$ cat src/rtl/nmi_arb2_if.sv
// nmi_if: native memory interface bundle shared by CPU, DMA and the decode wrapper.
//   valid  master -> slave  request strobe, held until ready
//   addr   master -> slave  32-bit byte address
//   wdata  master -> slave  32-bit write data
//   wstrb  master -> slave  byte write strobes (0 = read)
//   ready  slave -> master  transaction completes this cycle
//   rdata  slave -> master  read data, valid with ready
interface nmi_if;
    logic        valid;
    logic [31:0] addr;
    logic [31:0] wdata;
    logic [3:0]  wstrb;
    logic        ready;
    logic [31:0] rdata;

    modport master (output valid, output addr, output wdata, output wstrb,
                    input  ready, input  rdata);
    modport slave  (input  valid, input  addr, input  wdata, input  wstrb,
                    output ready, output rdata);
endinterface

$ cat src/rtl/nmi_arb2.sv
// nmi_arb2: round-robin two-master NMI arbiter with bus-timeout watchdog.
// One whole transaction is granted at a time; an IDLE cycle separates grants.
// Ports:
//   clk_i       system clock
//   rst_i       synchronous active-high reset
//   m0          CPU request port (nmi_if.slave)
//   m1          DMA request port (nmi_if.slave)
//   s           merged port toward address decode (nmi_if.master)
//   err_o       one-cycle pulse on a timeout completion
//   err_addr_o  address of the most recent timed-out transaction
//   err_mst_o   master of the most recent timeout (0 = m0, 1 = m1)
module nmi_arb2 #(
    parameter int unsigned TIMEOUT_CYC = 1023,
    parameter logic [31:0] ERR_RDATA   = 32'hFFFF_FFFF
) (
    input  logic        clk_i,
    input  logic        rst_i,
    nmi_if.slave        m0,
    nmi_if.slave        m1,
    nmi_if.master       s,
    output logic        err_o,
    output logic [31:0] err_addr_o,
    output logic        err_mst_o
);

    localparam bit          WDOG_EN = (TIMEOUT_CYC != 0);
    localparam int unsigned TW      = (TIMEOUT_CYC == 0) ? 1 : $clog2(TIMEOUT_CYC + 1);
    localparam logic [TW-1:0] TERM  = WDOG_EN ? TW'(TIMEOUT_CYC - 1) : '0;

    typedef enum logic {IDLE, BUSY} state_t;

    state_t        state_q, state_d;
    logic          grant_q, grant_d;
    logic          last_grant_q, last_grant_d;
    logic [TW-1:0] tcnt_q, tcnt_d;
    logic [31:0]   err_addr_q, err_addr_d;
    logic          err_mst_q, err_mst_d;

    // Payload of the currently granted master.
    logic        sel_valid;
    logic [31:0] sel_addr;
    logic [31:0] sel_wdata;
    logic [3:0]  sel_wstrb;

    logic        done_c;
    logic [31:0] ret_rdata_c;

    assign sel_valid = grant_q ? m1.valid : m0.valid;
    assign sel_addr  = grant_q ? m1.addr  : m0.addr;
    assign sel_wdata = grant_q ? m1.wdata : m0.wdata;
    assign sel_wstrb = grant_q ? m1.wstrb : m0.wstrb;

    assign err_addr_o = err_addr_q;
    assign err_mst_o  = err_mst_q;

    always_ff @(posedge clk_i) begin
        if (rst_i) begin
            state_q      <= IDLE;
            grant_q      <= 1'b0;
            last_grant_q <= 1'b1;
            tcnt_q       <= '0;
            err_addr_q   <= '0;
            err_mst_q    <= 1'b0;
        end else begin
            state_q      <= state_d;
            grant_q      <= grant_d;
            last_grant_q <= last_grant_d;
            tcnt_q       <= tcnt_d;
            err_addr_q   <= err_addr_d;
            err_mst_q    <= err_mst_d;
        end
    end

    always_comb begin
        state_d      = state_q;
        grant_d      = grant_q;
        last_grant_d = last_grant_q;
        tcnt_d       = tcnt_q;
        err_addr_d   = err_addr_q;
        err_mst_d    = err_mst_q;
        done_c       = 1'b0;
        ret_rdata_c  = '0;
        err_o        = 1'b0;
        s.valid      = 1'b0;
        s.addr       = '0;
        s.wdata      = '0;
        s.wstrb      = '0;
        m0.ready     = 1'b0;
        m0.rdata     = '0;
        m1.ready     = 1'b0;
        m1.rdata     = '0;

        unique case (state_q)
            IDLE: begin
                tcnt_d = '0;
                if (m0.valid || m1.valid) begin
                    // Contention goes to whichever master was not served last.
                    grant_d = (m0.valid && m1.valid) ? ~last_grant_q : m1.valid;
                    state_d = BUSY;
                end
            end
            BUSY: begin
                s.valid = sel_valid;
                s.addr  = sel_addr;
                s.wdata = sel_wdata;
                s.wstrb = sel_wstrb;
                // Priority: abort, then slave ready, then watchdog expiry.
                if (!sel_valid) begin
                    state_d = IDLE;
                end else if (s.ready) begin
                    done_c      = 1'b1;
                    ret_rdata_c = s.rdata;
                end else if (WDOG_EN && (tcnt_q == TERM)) begin
                    done_c      = 1'b1;
                    ret_rdata_c = ERR_RDATA;
                    err_o       = 1'b1;
                    err_addr_d  = sel_addr;
                    err_mst_d   = grant_q;
                end else if (WDOG_EN) begin
                    tcnt_d = tcnt_q + 1'b1;
                end

                if (done_c) begin
                    state_d      = IDLE;
                    last_grant_d = grant_q;
                    if (grant_q) begin
                        m1.ready = 1'b1;
                        m1.rdata = ret_rdata_c;
                    end else begin
                        m0.ready = 1'b1;
                        m0.rdata = ret_rdata_c;
                    end
                end
            end
            default: state_d = IDLE;
        endcase
    end

endmodule

$ cat src/flat_wrapper.sv
// flat-port wrapper written by rule: the top's interface ports become plain ports
module nmi_arb2_flat 
#(
    parameter int unsigned TIMEOUT_CYC = 1023,
    parameter logic [31:0] ERR_RDATA   = 32'hFFFF_FFFF
)
  (clk_i, rst_i, err_o, err_addr_o, err_mst_o, m0_valid, m0_addr, m0_wdata, m0_wstrb, m0_ready, m0_rdata, m1_valid, m1_addr, m1_wdata, m1_wstrb, m1_ready, m1_rdata, s_valid, s_addr, s_wdata, s_wstrb, s_ready, s_rdata);
  nmi_if m0_i ();
  nmi_if m1_i ();
  nmi_if s_i ();
  input  logic clk_i;
  input  logic rst_i;
  output logic err_o;
  output logic [31:0] err_addr_o;
  output logic err_mst_o;
  input wire logic [$bits(m0_i.valid)-1:0] m0_valid;
  input wire logic [$bits(m0_i.addr)-1:0] m0_addr;
  input wire logic [$bits(m0_i.wdata)-1:0] m0_wdata;
  input wire logic [$bits(m0_i.wstrb)-1:0] m0_wstrb;
  output wire logic [$bits(m0_i.ready)-1:0] m0_ready;
  output wire logic [$bits(m0_i.rdata)-1:0] m0_rdata;
  input wire logic [$bits(m1_i.valid)-1:0] m1_valid;
  input wire logic [$bits(m1_i.addr)-1:0] m1_addr;
  input wire logic [$bits(m1_i.wdata)-1:0] m1_wdata;
  input wire logic [$bits(m1_i.wstrb)-1:0] m1_wstrb;
  output wire logic [$bits(m1_i.ready)-1:0] m1_ready;
  output wire logic [$bits(m1_i.rdata)-1:0] m1_rdata;
  output wire logic [$bits(s_i.valid)-1:0] s_valid;
  output wire logic [$bits(s_i.addr)-1:0] s_addr;
  output wire logic [$bits(s_i.wdata)-1:0] s_wdata;
  output wire logic [$bits(s_i.wstrb)-1:0] s_wstrb;
  input wire logic [$bits(s_i.ready)-1:0] s_ready;
  input wire logic [$bits(s_i.rdata)-1:0] s_rdata;
  assign m0_i.valid = m0_valid;
  assign m0_i.addr = m0_addr;
  assign m0_i.wdata = m0_wdata;
  assign m0_i.wstrb = m0_wstrb;
  assign m0_ready = m0_i.ready;
  assign m0_rdata = m0_i.rdata;
  assign m1_i.valid = m1_valid;
  assign m1_i.addr = m1_addr;
  assign m1_i.wdata = m1_wdata;
  assign m1_i.wstrb = m1_wstrb;
  assign m1_ready = m1_i.ready;
  assign m1_rdata = m1_i.rdata;
  assign s_valid = s_i.valid;
  assign s_addr = s_i.addr;
  assign s_wdata = s_i.wdata;
  assign s_wstrb = s_i.wstrb;
  assign s_i.ready = s_ready;
  assign s_i.rdata = s_rdata;
  nmi_arb2 #(.TIMEOUT_CYC(TIMEOUT_CYC), .ERR_RDATA(ERR_RDATA)) u_core (.clk_i(clk_i), .rst_i(rst_i), .m0(m0_i), .m1(m1_i), .s(s_i), .err_o(err_o), .err_addr_o(err_addr_o), .err_mst_o(err_mst_o));
endmodule
$ cat config.mk
export PLATFORM = sky130hd
export DESIGN_NAME = nmi_arb2_flat
export DESIGN_NICKNAME = d
export VERILOG_FILES = /design/src/rtl/nmi_arb2_if.sv /design/src/rtl/nmi_arb2.sv /design/src/flat_wrapper.sv
export SDC_FILE = /design/constraint.sdc
export NUM_CORES = 1
export LEC_CHECK = 0
export ABC_AREA = 0
export BUFFER_PORTS_ARGS = -buffer_cell sky130_fd_sc_hd__buf_2
export CORE_AREA = 2 2 134 136
export CTS_CLUSTER_SIZE = 40
export DETAILED_ROUTE_END_ITERATION = 7
export DIE_AREA = 0 0 136 138
export RECOVER_POWER = 25
export SLEW_MARGIN = 10
export SYNTH_ARGS = -nofsm -noshare
export SYNTH_HDL_FRONTEND = slang
export SYNTH_SLANG_ARGS = --single-unit
export TNS_END_PERCENT = 20
$ cat constraint.sdc
create_clock -name clk_i -period 2 [get_ports clk_i]
set_input_delay 0.2 -clock clk_i [delete_from_list [all_inputs] [get_ports clk_i]]
set_output_delay 0.2 -clock clk_i [all_outputs]
set_load 0.01 [all_outputs]
* After elaboration in Yosys (flattened, before gate mapping) *
Cells that the tools add are included.
Widths: inputs -> output; s select.

word-level totals
  output and inout port bits = 169
  input bits = 173
  register bits after elaboration = 46
  word-level logic and storage cells = 59

cells by class
  bitwise operators = 3
  reduce and logical (&&, ||, !) cells = 6
  add/subtract/negate cells = 1
  mux-type cells = 39
  equality and inequality tests = 4

operator list
  operator               number
  $mux 32                13
  $mux 10                3
  $pmux 10 s2            1
  $mux 1                 19
  $add 10x1->10 const B  1
  $eq 10x10->1 const B   1
  $mux 4                 2
  $ne 2x2->1 const B     3
  $reduce_and 2->1       2
  $reduce_and 4->1       1
  $not 1->1              3
  $reduce_and 3->1       1
  $pmux 1 s2             1
  $logic_and 1x1->1      1
  $logic_or 1x1->1       1

* Logic depth before layout (Yosys ltp) *
  depth in word-level cells = 7
  depth in mapped cells = 7

* Worst setup path before layout *
Ideal clock, no wire load.

  path kind = register to output
  start point = register u_core.grant_q
  end point = output port m1_rdata[10]
  stages on the path, launching flop included = 7
  buffers on the path = 2
  required time = 1.800 ns
  path slack = 0.204 ns
  data arrival time = 1.596 ns
  cell sequence = dfxtp_1 -> buf_4 -> mux2i_4 -> nor2b_1 -> o211ai_1 -> clkbuf_1 -> nor2_1

between the ends
  longest elaborated chain between the ends = 5

ends and longest elaborated chain
  what                               line                             RTL
  start, declared                    nmi_arb2.sv:33                   logic grant_q, grant_d;
  start signal, assigned             nmi_arb2.sv:66                   grant_q <= grant_d;
  $mux 1                             nmi_arb2.sv:48                   assign sel_valid = grant_q ? m1.valid : m0.valid;
  $mux 32 or $mux 1 (tied branches)  nmi_arb2.sv:108                  if (!sel_valid) begin
  $mux 32 or $mux 1 (tied branches)  nmi_arb2.sv:126, nmi_arb2.sv:93
  $mux 32 (*)                        nmi_arb2.sv:123                  if (done_c) begin
  $mux 32 (*)                        nmi_arb2.sv:93                   unique case (state_q)
  end, declared                      flat_wrapper.sv:27               output wire logic [$bits(m1_i.rdata)-1:0] m1_rdata;

Every way passes the cells marked *; elsewhere a longest branch is shown, timed or not. The select of a mux whose other input is x is not followed.

* Worst setup path in the final report *
  start point = register u_core.tcnt_q[7]
  end point = output port m0_rdata[23]

between the ends
  longest elaborated chain between the ends = 7

ends and longest elaborated chain
  what                               line                             RTL
  start, declared                    nmi_arb2.sv:35                   logic [TW-1:0] tcnt_q, tcnt_d;
  start signal, assigned             nmi_arb2.sv:68                   tcnt_q <= tcnt_d;
  $eq 10x10->1 (*)                   nmi_arb2.sv:113                  end else if (WDOG_EN && (tcnt_q == TERM)) begin
  $mux 32 or $mux 1 (tied branches)  nmi_arb2.sv:113
  $mux 32 or $mux 1 (tied branches)  nmi_arb2.sv:110                  end else if (s.ready) begin
  $mux 32 or $mux 1 (tied branches)  nmi_arb2.sv:108
  $mux 32 or $mux 1 (tied branches)  nmi_arb2.sv:126, nmi_arb2.sv:93
  $mux 32 (*)                        nmi_arb2.sv:123
  $mux 32 (*)                        nmi_arb2.sv:93
  end, declared                      flat_wrapper.sv:21               output wire logic [$bits(m0_i.rdata)-1:0] m0_rdata;

Marked as above.

==> run summary <==
The detail route stage leaves a number of antenna-violating nets equal to 0. The worst setup path endpoint was m0_rdata[23]. The number of hold buffers added after CTS was 0.

By area, the combinational part of the netlist is dominated by simple AND/OR/NAND/NOR gates. The instance count of the mapped netlist is 455. Ranked by total cell area, the synthesized netlist is headed by sky130_fd_sc_hd__dfxtp_1, sky130_fd_sc_hd__mux2i_1, sky130_fd_sc_hd__nor2b_1, sky130_fd_sc_hd__a211oi_1, sky130_fd_sc_hd__nor2_1. The run gives 0 as the final-report hold violation count. The worst register-to-register path ends at u_core.tcnt_q[7].

Counting flops and latches in the post-synthesis netlist gives 46. The fraction of synthesized cell area taken by the top area cell type is 26.2%, and the core outline area is 0.0175 mm^2. The clock passes through at most 2 buffers.

Yosys mapped a number of flops with a built-in enable equal to 0. The number of standard-cell rows in the floorplan was 49. The number of nets produced by synthesis came out at 630. In this run the critical register-to-register path is launched from u_core.grant_q.

For the finished layout, the period the worst path requires is 2020 ps. The HPWL after detailed placement is 11.1 mm. Signed area change from the synthesized netlist to the final layout: 67.1%.

The buffer cell driving the clock tree root is sky130_fd_sc_hd__clkbuf_16. Timing would allow up to 0.496 GHz. Initial antenna violation count: 1. The required time of the critical path was 1800 ps. TritonCTS created 5 clock buffers.

For this run the aggregate overflow at the end of global routing stands at 0. The largest clock skew in the final design was 5.69 ps; the average cell area after synthesis was 7.72 um^2. The net switching fraction of the power is 31.1%, and the first-iteration detailed-routing DRC count is 134. For the leakage power figure, the log shows 2.84 nW. In this run the cell area of the synthesized design comes to 0.00351 mm^2. In the synthesized netlist the async set-or-reset flop fraction comes to 0%. Registers are responsible for 35.6% of the overall power. The beginning of the critical path was u_core.tcnt_q[7].

The later pin in the worst-skew pair is clocked with a latency of 290 ps. Buffers placed on the I/O ports in this run total 341. Summing all placed instances gives a cell area of 0.00553 mm^2.

The placer congestion estimate is 0.800. The endpoint type of the worst setup path is an output pin. For the total of warnings raised by yosys, the log shows 0. The worst ir drop on vdd came out at 0.000333 V. The worst setup path is of the reg2out kind. First-pass GRT wire length: 22.2 mm.

The critical path goes through and4_4 > and3_4 > buf_4 > o211ai_1 > buf_12 > nor2_1 > buf_2. The final critical path takes up 101% of the cycle. Worst-margin pin slew: 572 ps.

Data on the critical path arrives at its endpoint at 1820 ps. The tools report the share of power burned in combinational logic as 32.5%. Worst setup margin: -17.1 ps. The final reports fail on negative setup slack. Setup repair after global routing could not meet its margin everywhere. Of all nets on the critical path, the largest fanout is 33.

The internal portion of the total power is 0.00181 W. The post-route netlist has 46.9% of its cells at a drive strength greater than 1. The depth of the worst register-to-register path is 6. For this design, the sink count on the clock tree is 46.

The finished cells cover 0.00587 mm^2. Entering global routing, the biggest net connects 68 pins. Ranked by instance count, the synthesized netlist is headed by sky130_fd_sc_hd__nor2b_1, sky130_fd_sc_hd__mux2i_1, sky130_fd_sc_hd__nor2_1, sky130_fd_sc_hd__dfxtp_1, sky130_fd_sc_hd__a21oi_1.

The run finished, with violations left. In the routed design, unresolved DRC markers number 0. For this design the top-level I/O count stands at 342.

The die is 136 um wide. Multiplexer cells account for 20.3% of the synthesized area. For this run, the leading register cell type out of synthesis is sky130_fd_sc_hd__dfxtp_1.

The starting density of the core is 20.0%, and the clock transition at the register clock pins on the worst setup and hold paths after CTS is 70 ps. The number of H-tree branching levels is 2, and the height of the die is 138 um. The tool flagged a number of max-cap violations equal to 0. The largest stage delay on the critical path is 320 ps, and the total routing usage reported by global routing is 14.9%.

The xor-xnor portion of the synthesized cell area is 0%. Of all cell types, the one taking the most synthesized area is sky130_fd_sc_hd__dfxtp_1. Cells fill 33.5% of the core in the end. TritonCTS built the clock tree. By instance count, the leading cell after synthesis is sky130_fd_sc_hd__nor2b_1. The detail-routed net length per standard cell is 14.5 um, and the number of vias after detailed routing is 4445.

The clock network burns 31.9% of the power. Across all register-to-register paths, the minimum setup slack is 110 ps. At the end of the flow, the number of nets in the layout was 965. The synthesized netlist devotes 16.2% of its cell area to compound gates.

After detailed routing, the number of vias per cell comes to 4.35. Power spread over the standard cell area amounts to 447 mW/mm^2. Summing the areas of all and, or, nand and nor instances in the mapped netlist gives 31.0% of the synthesized area. The max-slew violation count is 0. The pre-CTS worst setup slack came out at 166 ps. Of the synthesized area, sequential elements account for 26.2%. The path class of the tightest hold or removal check is in2reg. The arithmetic-cell share of the synthesized area counting full adders, half adders and majority gates was 0.713%. The wire length reported by the detailed router is 14.8 mm, and the number of iterations in the first detailed-routing pass is 4. Setup violations remaining at the end of the flow were counted as 16. Net switching power of the design: 0.000817 W. The via count of the first global-routing pass was 4173; the worst hold-check slack was 219 ps. The die covers 0.0188 mm^2.

The tools report the number of unique standard cell types used by synthesis as 38. The slowest cell on the critical path was sky130_fd_sc_hd__dfxtp_2. Headroom to the max-slew limit came out at 61.9%. STA classifies the critical path startpoint as a flip-flop.
[kinds of logic (layout without fill, tap and decap cells)]
group,count (synthesis),count (layout)
fa+ha+maj,2,2
compound gates,90,90
flops,46,46
other cells,0,1
mux,70,70
buf+inv,48,384
simple gates,199,199
[routing by layer]
metal  vias to the layer above  part of all wire, %  track usage [%]
met5                         -                    0                0
met4                         0                  1.6             5.10
met3                        15                  7.5             3.01
met2                       200                   51             27.9
met1                      1987                   40             16.5
li1                       2243                    -                -
[area by class of cell]
type | count | area, um^2
Timing Repair Buffer | 370 | 2030
Antenna cell | 1 | 2.50
Multi-Input combinational cell | 361 | 2450
Fill cell | 1885 | 11700
Clock buffer | 5 | 125
Clock inverter | 3 | 18.8
Inverter | 6 | 22.5
Tap cell | 229 | 287
Sequential cell | 46 | 933
[sequential cells by signal, summed over array words and instances, names as in the netlist]
register	flops
u_core.grant_q	1
u_core.err_mst_o	1
u_core.state_q	1
u_core.last_grant_q	1
u_core.tcnt_q	10
u_core.err_addr_o	32
[critical path: cells and delay by family, from the launching register on]
kind,cells,cell delay (ps)
buffers and inverters,3,500
and+or+nand+nor,3,440
DFF,1,320
AOI/OAI and AO/OA,1,260
[cell usage in the layout (no fill, tap or decap), types with 2 or more instances in the layout]
cell and n:
sky130_fd_sc_hd__dfxtp_1 38, sky130_fd_sc_hd__nor2b_1 101, sky130_fd_sc_hd__buf_4 20, sky130_fd_sc_hd__mux2i_1 67, sky130_fd_sc_hd__o21ai_0 6, sky130_fd_sc_hd__buf_6 2
sky130_fd_sc_hd__nand2b_1 3, sky130_fd_sc_hd__a211o_1 2, sky130_fd_sc_hd__and4_4 2, sky130_fd_sc_hd__clkbuf_1 33, sky130_fd_sc_hd__nor2_1 61, sky130_fd_sc_hd__buf_12 5
sky130_fd_sc_hd__inv_1 5, sky130_fd_sc_hd__clkinv_2 2, sky130_fd_sc_hd__or4_1 3, sky130_fd_sc_hd__nand4_1 2, sky130_fd_sc_hd__nand4b_1 2, sky130_fd_sc_hd__o211ai_1 2
sky130_fd_sc_hd__o31ai_1 2, sky130_fd_sc_hd__a21oi_1 39, sky130_fd_sc_hd__or3_1 3, sky130_fd_sc_hd__dfxtp_2 7, sky130_fd_sc_hd__buf_2 306, sky130_fd_sc_hd__clkbuf_16 5
sky130_fd_sc_hd__nand3_1 2, sky130_fd_sc_hd__nor2_2 4, sky130_fd_sc_hd__bufbuf_16 2, sky130_fd_sc_hd__a211oi_1 34, sky130_fd_sc_hd__mux2i_2 2, sky130_fd_sc_hd__nand2_1 6
[power by group through the flow]
| stage | clock (W) | sequential (W) | combinational, W |
|---|---|---|---|
| 3_5_place_dp | 0 | 0.000954 | 0.000829 |
| 4_1_cts | 0.000880 | 0.000935 | 0.000858 |
| 3_3_place_gp | 0 | 0.000954 | 0.000824 |
| 5_1_grt | 0.000913 | 0.000936 | 0.000936 |
| 6_report | 0.000837 | 0.000934 | 0.000854 |
| 2_1_floorplan | 0 | 0.000945 | 0.000439 |
[worst min-delay path by stage]
| stage | startpoint | to | slack (ps) | cells after the start |
|---|---|---|---|---|
| 6_report | m1_valid | u_core.grant_q | 220 | 3 |
| 5_1_grt | m1_valid | u_core.grant_q | 240 | 3 |
| 4_1_cts | m1_valid | u_core.grant_q | 210 | 3 |
| 3_5_place_dp | u_core.last_grant_q | u_core.last_grant_q | 450 | 1 |
| 3_3_place_gp | u_core.last_grant_q | u_core.last_grant_q | 450 | 1 |
| 2_1_floorplan | m1_valid | u_core.grant_q | 360 | 2 |
[stage by stage]
stage               power [W]  TNS [ps]  cells
global route          0.00278     -7330   1021
CTS                   0.00267      -273   1021
global placement      0.00178         0   1000
finish                0.00263      -111   1021
detailed placement    0.00178         0   1000
floorplan             0.00138         0    455
[what timing repair did]
action | 4_1_cts | 5_1_grt
cloned | 4 | 0
endpoints found under the setup margin | 69 | 76
pin swaps | 19 | 6
buffers inserted | 9 | 1
gates resized for setup | 19 | 14
(Power assumes the default switching activity.)
